$ cat config.mk
export PLATFORM = sky130hd
export DESIGN_NAME = clock_period_meter_flat
export DESIGN_NICKNAME = d
export VERILOG_FILES = /design/src/rtl/clock_period_meter_if.sv /design/src/rtl/clock_period_meter.sv /design/src/flat_wrapper.sv
export SDC_FILE = /design/constraint.sdc
export NUM_CORES = 1
export LEC_CHECK = 0
export CORE_ASPECT_RATIO = 1.2
export CORE_MARGIN = 2
export CORE_UTILIZATION = 37
export CTS_BUF_LIST = sky130_fd_sc_hd__clkbuf_2 sky130_fd_sc_hd__clkbuf_4 sky130_fd_sc_hd__clkbuf_8
export DETAILED_ROUTE_END_ITERATION = 8
export RECOVER_POWER = 50
export SLEW_MARGIN = 10
export SYNTH_ARGS = -nofsm -noshare
export SYNTH_HDL_FRONTEND = slang
export SYNTH_SLANG_ARGS = --single-unit
$ cat constraint.sdc
create_clock -name clk_in -period 2.1 [get_ports clk_in]
set_input_delay 0.21 -clock clk_in [delete_from_list [all_inputs] [get_ports clk_in]]
set_output_delay 0.21 -clock clk_in [all_outputs]
set_load 0.02 [all_outputs]
$ cat src/rtl/clock_period_meter_if.sv
// Bundles the measurement control input, the signal under test and the
// measurement results shared between the meter and whoever consumes them.
interface clock_period_meter_if #(
    parameter int W = 16,
    parameter int N = 3
);
    logic         en;
    logic         sig_in;
    logic [W-1:0] period;
    logic [W-1:0] high_time;
    logic         period_valid;
    logic [N-1:0] prescale_code;
    logic         code_exact;
    logic         locked;
    logic         timeout;

    // Side that enables the meter, supplies the signal and reads results.
    modport master (
        output en,
        output sig_in,
        input  period,
        input  high_time,
        input  period_valid,
        input  prescale_code,
        input  code_exact,
        input  locked,
        input  timeout
    );

    // The meter itself.
    modport slave (
        input  en,
        input  sig_in,
        output period,
        output high_time,
        output period_valid,
        output prescale_code,
        output code_exact,
        output locked,
        output timeout
    );
endinterface

$ cat src/rtl/clock_period_meter.sv
// Measures period and high time of a slow signal in clk_in cycles and
// reports the power-of-two prescale code that reproduces the period.
module clock_period_meter #(
    parameter int W = 16,
    parameter int N = 3
) (
    input  logic                clk_in,
    input  logic                rst_n,
    clock_period_meter_if.slave bus
);
    localparam logic [1:0]   IDLE     = 2'd0;
    localparam logic [1:0]   ARM      = 2'd1;
    localparam logic [1:0]   MEASURE  = 2'd2;
    localparam logic [W-1:0] CNT_MAX  = '1;
    localparam int           CODE_MAX = (1 << N) - 1;

    logic         sync1_reg;
    logic         sync2_reg;
    logic         dly_reg;
    logic         rise;
    logic         fall;

    logic [1:0]   state_reg;
    logic [W-1:0] counter_reg;
    logic [W-1:0] hi_hold_reg;
    logic [W-1:0] period_reg;
    logic [W-1:0] high_time_reg;
    logic         period_valid_reg;
    logic [N-1:0] code_reg;
    logic         exact_reg;
    logic         locked_reg;
    logic         timeout_reg;
    logic         have_prev_reg;

    int           msb_idx;
    int           code_clamped;
    logic [N-1:0] code_next;
    logic         one_hot;
    logic         exact_next;

    // Two-flop synchronizer followed by a delay flop for edge detection.
    always_ff @(posedge clk_in or negedge rst_n) begin
        if (!rst_n) begin
            sync1_reg <= 1'b0;
            sync2_reg <= 1'b0;
            dly_reg   <= 1'b0;
        end else begin
            sync1_reg <= bus.sig_in;
            sync2_reg <= sync1_reg;
            dly_reg   <= sync2_reg;
        end
    end

    assign rise = sync2_reg & ~dly_reg;
    assign fall = ~sync2_reg & dly_reg;

    // Prescale code and exactness of the count about to be captured.
    always_comb begin
        msb_idx = 0;
        for (int i = 0; i < W; i++) begin
            if (counter_reg[i]) begin
                msb_idx = i;
            end
        end
        code_clamped = (msb_idx > CODE_MAX) ? CODE_MAX : msb_idx;
        code_next    = N'(code_clamped);
        one_hot      = (counter_reg != '0) &&
                       ((counter_reg & (counter_reg - 1'b1)) == '0);
        exact_next   = one_hot && (msb_idx <= CODE_MAX);
    end

    // Measurement FSM: arm on the first rising edge, then capture a period
    // on every following rising edge; give up and re-arm on saturation.
    always_ff @(posedge clk_in or negedge rst_n) begin
        if (!rst_n) begin
            state_reg        <= IDLE;
            counter_reg      <= '0;
            hi_hold_reg      <= '0;
            period_reg       <= '0;
            high_time_reg    <= '0;
            period_valid_reg <= 1'b0;
            code_reg         <= '0;
            exact_reg        <= 1'b0;
            locked_reg       <= 1'b0;
            timeout_reg      <= 1'b0;
            have_prev_reg    <= 1'b0;
        end else begin
            period_valid_reg <= 1'b0;
            if (!bus.en) begin
                state_reg     <= IDLE;
                counter_reg   <= '0;
                locked_reg    <= 1'b0;
                timeout_reg   <= 1'b0;
                have_prev_reg <= 1'b0;
            end else begin
                case (state_reg)
                    IDLE: begin
                        counter_reg <= '0;
                        state_reg   <= ARM;
                    end
                    ARM: begin
                        if (rise) begin
                            counter_reg <= {{(W-1){1'b0}}, 1'b1};
                            state_reg   <= MEASURE;
                        end
                    end
                    MEASURE: begin
                        if (fall) begin
                            hi_hold_reg <= counter_reg;
                        end
                        // A rising edge takes priority over saturation.
                        if (rise) begin
                            period_reg       <= counter_reg;
                            high_time_reg    <= hi_hold_reg;
                            code_reg         <= code_next;
                            exact_reg        <= exact_next;
                            period_valid_reg <= 1'b1;
                            locked_reg       <= have_prev_reg && (counter_reg == period_reg);
                            have_prev_reg    <= 1'b1;
                            timeout_reg      <= 1'b0;
                            counter_reg      <= {{(W-1){1'b0}}, 1'b1};
                        end else if (counter_reg == CNT_MAX) begin
                            timeout_reg   <= 1'b1;
                            locked_reg    <= 1'b0;
                            have_prev_reg <= 1'b0;
                            counter_reg   <= '0;
                            state_reg     <= ARM;
                        end else begin
                            counter_reg <= counter_reg + 1'b1;
                        end
                    end
                    default: begin
                        state_reg   <= IDLE;
                        counter_reg <= '0;
                    end
                endcase
            end
        end
    end

    assign bus.period        = period_reg;
    assign bus.high_time     = high_time_reg;
    assign bus.period_valid  = period_valid_reg;
    assign bus.prescale_code = code_reg;
    assign bus.code_exact    = exact_reg;
    assign bus.locked        = locked_reg;
    assign bus.timeout       = timeout_reg;
endmodule

$ cat src/flat_wrapper.sv
// flat-port wrapper written by rule: the top's interface ports become plain ports
module clock_period_meter_flat 
#(
    parameter int W = 16,
    parameter int N = 3
)
  (clk_in, rst_n, bus_en, bus_sig_in, bus_period, bus_high_time, bus_period_valid, bus_prescale_code, bus_code_exact, bus_locked, bus_timeout);
  clock_period_meter_if #(.W(W), .N(N)) bus_i ();
  input  logic clk_in;
  input  logic rst_n;
  input wire logic [$bits(bus_i.en)-1:0] bus_en;
  input wire logic [$bits(bus_i.sig_in)-1:0] bus_sig_in;
  output wire logic [$bits(bus_i.period)-1:0] bus_period;
  output wire logic [$bits(bus_i.high_time)-1:0] bus_high_time;
  output wire logic [$bits(bus_i.period_valid)-1:0] bus_period_valid;
  output wire logic [$bits(bus_i.prescale_code)-1:0] bus_prescale_code;
  output wire logic [$bits(bus_i.code_exact)-1:0] bus_code_exact;
  output wire logic [$bits(bus_i.locked)-1:0] bus_locked;
  output wire logic [$bits(bus_i.timeout)-1:0] bus_timeout;
  assign bus_i.en = bus_en;
  assign bus_i.sig_in = bus_sig_in;
  assign bus_period = bus_i.period;
  assign bus_high_time = bus_i.high_time;
  assign bus_period_valid = bus_i.period_valid;
  assign bus_prescale_code = bus_i.prescale_code;
  assign bus_code_exact = bus_i.code_exact;
  assign bus_locked = bus_i.locked;
  assign bus_timeout = bus_i.timeout;
  clock_period_meter #(.W(W), .N(N)) u_core (.clk_in(clk_in), .rst_n(rst_n), .bus(bus_i));
endmodule
==> summary.txt <==
Synth
  • Synth Cell Area: ~3700 µm²
  • Syn Nets: ~410
  • Synthesized area per cell: 9.32 µm²
  • #FFs+latches synth: 77
  • Post-Synthesis Cells: between 300 and 400
  • EDFF count, synth: 0
  • Sequential element share of the synthesized area: 0.521
  • Number of distinct library cells after synthesis: 46
  • Main flop type after synthesis: dfrtp_1
  • Yosys warning total: 0
  • Async SR Flop Fraction: 1.00

Drt
  • Vias/cell: ~5.2
  • Routed via count: slightly below 3,000
  • Max layer used: met4
  • Wire per inst: 14.8 µm
  • Pre-antenna DRT Iters: 4
  • Drt total wl: between 8 and 9 mm
  • Violation count after the first detailed-route iteration: 192
  • Wire length on met3: roughly 370 µm
  • DRC: 0
  • Antenna Nets Post-Route: 0
  • Wl on met1: 3.87 mm
  • Routed length on met2: approximately 4.2 mm

CTS
  • Clk root buf: clkbuf_8
  • CTS clk-pin slew, worst paths: 0.08 ns
  • CTS tree: yes
  • CTS H-tree lvls: 3
  • Worst-Skew Late Latency: around 0.36 ns
  • # clock sinks: 77
  • CTS Buf Count: 9
  • Bufs on Longest Clock Path: 2
  • Setup bufs post-CTS: 0

Worst setup path
  • CP cell instances: ha_1 -> nand3_1 -> nor4_4 -> buf_6 -> nand2_2 -> a31oi_1 -> mux2i_1
  • Worst Path Max Fanout: 16
  • CP startpoint kind: flop
  • CP Data Required Time: about 2.4 ns
  • Slowest-stage cell, CP: dfrtp_1
  • CP Class: flop to flop
  • Critical Path AT: 2.22 ns
  • Cell family with most CP delay: simple AND/OR/NAND/NOR gates
  • Worst Reg-to-Reg Cells: 7
  • Flop2flop setup slack: around 0.15 ns
  • R2R Path Start: u_core.counter_reg[0]
  • Worst R2R End: u_core.state_reg[0]
  • CP bufs+invs: 1
  • Crit end category: flop
  • Max incr delay on CP: roughly 0.35 ns

Worst hold path
  • Hold Path Depth: 0
  • Min-Delay Endpoint: u_core.sync2_reg
  • Hold WC Path Type: flop to flop
  • Hold wc startpoint: u_core.sync1_reg

Power
  • Switching power: slightly above 700 µW
  • Internal: around 2300 µW
  • Worst vdd rail ir drop: approximately 0.28 mV
  • Combinational share of power: 0.081
  • Clock power share: 0.410
  • Switching Share: 0.234
  • Total power: between 3000 and 4000 µW
  • P_leak: 0.00227 µW
  • Reg power frac: 0.509
  • Pwr dens: about 660 nW/µm²

Floorplanning
  • Die Outline Area: approximately 11,000 µm²
  • I/O Pins: between 40 and 50
  • Row count: 40
  • Initial core utilization: 0.375
  • Die Y: about 110 µm
  • Core Area: 9860 µm²
  • Die W: ~95 µm

Timing
  • Unrepaired setup endpoints after global routing: no
  • Worst Skew: around 0.0099 ns
  • Post-route minimum period: around 2 ns
  • Fin Setup TNS: 0 ns
  • Worst-Margin Slew: approximately 0.76 ns
  • Final max-slew violation count: 0
  • Count of final setup violators: 0
  • Worst slew margin: 0.491
  • Final period util: 0.927
  • F_max: ~500 MHz
  • Final hold vios: 0

Global route
  • First-pass GRT wire length: approximately 14 mm
  • Largest net degree at the start of global routing: 39
  • Vias in the first global route: ~2,900
  • GRT overflow: 0
  • Initial antenna violation count: 0
  • Total track usage: 0.173

Final layout
  • Layout cells sized above 1: 0.136
  • Nets: around 460
  • Area grow syn2layout: 23.0%
  • Ant. Diodes: 0

Placement
  • DP HPWL: 5.98 mm
  • GPL Wtd Cong: ~0.84
  • PortBufs: 42

Run status
  • Status: complete, no violations

Job
  • Max Cap Viol: 0
==> worst register-to-register path, cell delays in order (launching register included) <==
cell and delay [ns]:
dfrtp_1 0.35, ha_1 0.26, nand3_1 0.19, nor4_4 0.26
buf_6 0.21, nand2_2 0.08, a31oi_1 0.26, mux2i_1 0.24
==> layout by cell type, fill, tap and decap left out, types with 10 or more instances in the layout <==
master	count
dfrtp_1	77
buf_4	18
nor2_1	16
xor2_1	15
mux2_2	12
o31ai_1	10
o21ai_0	25
nand3_1	10
dlygate4sd3_1	13
inv_1	10
clkdlybuf4s50_1	29
nand2_1	112
clkbuf_8	10
==> synthesized netlist by cell type (2+ instances only) <==
library cell | n | area share
o21ai_1 | 9 | 0.012
buf_4 | 2 | 0.0041
nor3_1 | 3 | 0.0041
a31oi_1 | 3 | 0.0051
nand2_1 | 112 | 0.11
xor2_1 | 15 | 0.035
o21ai_0 | 25 | 0.034
nand2b_1 | 4 | 0.0068
and3_1 | 4 | 0.0068
nor2b_1 | 2 | 0.0034
nand4_2 | 2 | 0.0068
a311oi_1 | 2 | 0.0047
nand4_1 | 8 | 0.014
a21boi_0 | 2 | 0.0041
ha_1 | 6 | 0.020
a21oi_1 | 8 | 0.011
and4_1 | 2 | 0.0047
o31ai_1 | 10 | 0.020
nor2_1 | 16 | 0.016
clkbuf_1 | 10 | 0.010
a211oi_1 | 4 | 0.0081
nand3_1 | 10 | 0.014
buf_2 | 9 | 0.012
mux2_2 | 12 | 0.037
inv_1 | 10 | 0.010
buf_1 | 5 | 0.0051
nor4_1 | 7 | 0.012
dfrtp_1 | 77 | 0.52
==> metal layers <==
layer,up-vias,track usage
li1,1445,-
met3,13,0.0383
met4,0,0.0734
met5,-,0
met2,75,0.277
met1,1450,0.226
==> worst max path at each step <==
stage,start,end,cells after the start
final,u_core.counter_reg[0],u_core.state_reg[0],7
after global placement,u_core.counter_reg[0],u_core.state_reg[0],7
after detailed placement,u_core.counter_reg[0],u_core.state_reg[0],7
after global routing,u_core.state_reg[0],u_core.bus.locked,7
after CTS,u_core.counter_reg[0],u_core.state_reg[0],7
after floorplan,u_core.counter_reg[1],u_core.counter_reg[8],7
==> cell type report <==
type	instances	area (µm²)
clock inverters	4	72.6
fillers	930	5310
multi-input cells	282	1610
well taps	126	158
inverters	10	37.5
flip-flops and latches	77	1930
clock buffers	11	145
repair buffers	66	598
==> per-stage QoR <==
stage               cell area (µm²)  utilization  instances  worst slack [ns]  hold WS (ns)
CTS                            4560        0.462        576             0.107         0.269
finish                         4550        0.462        576             0.154         0.358
floorplan                      3700            -        397             0.313       -0.0856
detailed placement             4330        0.439        560             0.133         0.178
global route                   4550        0.462        576          0.000111         0.371
global placement               4330        0.439        560             0.260         0.174
==> cells by family after synthesis <==
kind of cell               count (synthesis)  share of synthesized area
DFF                                       77                      0.521
xor gates and xnor gates                  16                     0.0379
AOI/OAI and AO/OA                         67                      0.108
buffers and inverters                     38                     0.0460
and+or+nand+nor                          180                      0.228
muxes                                     13                     0.0392
adders and majority gates                  6                     0.0203
==> repair_timing <==
action / CTS / global route
endpoints found under the hold margin: 30 / 0
hold buffers: 1 / 0
setup endpoints to repair: 0 / 2
resized for setup: 0 / 4
==> power groups by stage <==
| stage | sequential (µW) | clock [µW] | combinational, µW |
|---|---|---|---|
| floorplan | 1580 | 0 | 112 |
| global placement | 1570 | 0 | 245 |
| detailed placement | 1570 | 0 | 251 |
| CTS | 1540 | 1270 | 253 |
| global route | 1540 | 1340 | 279 |
| finish | 1540 | 1240 | 245 |
Note: power is estimated with default switching activity, not from simulation.
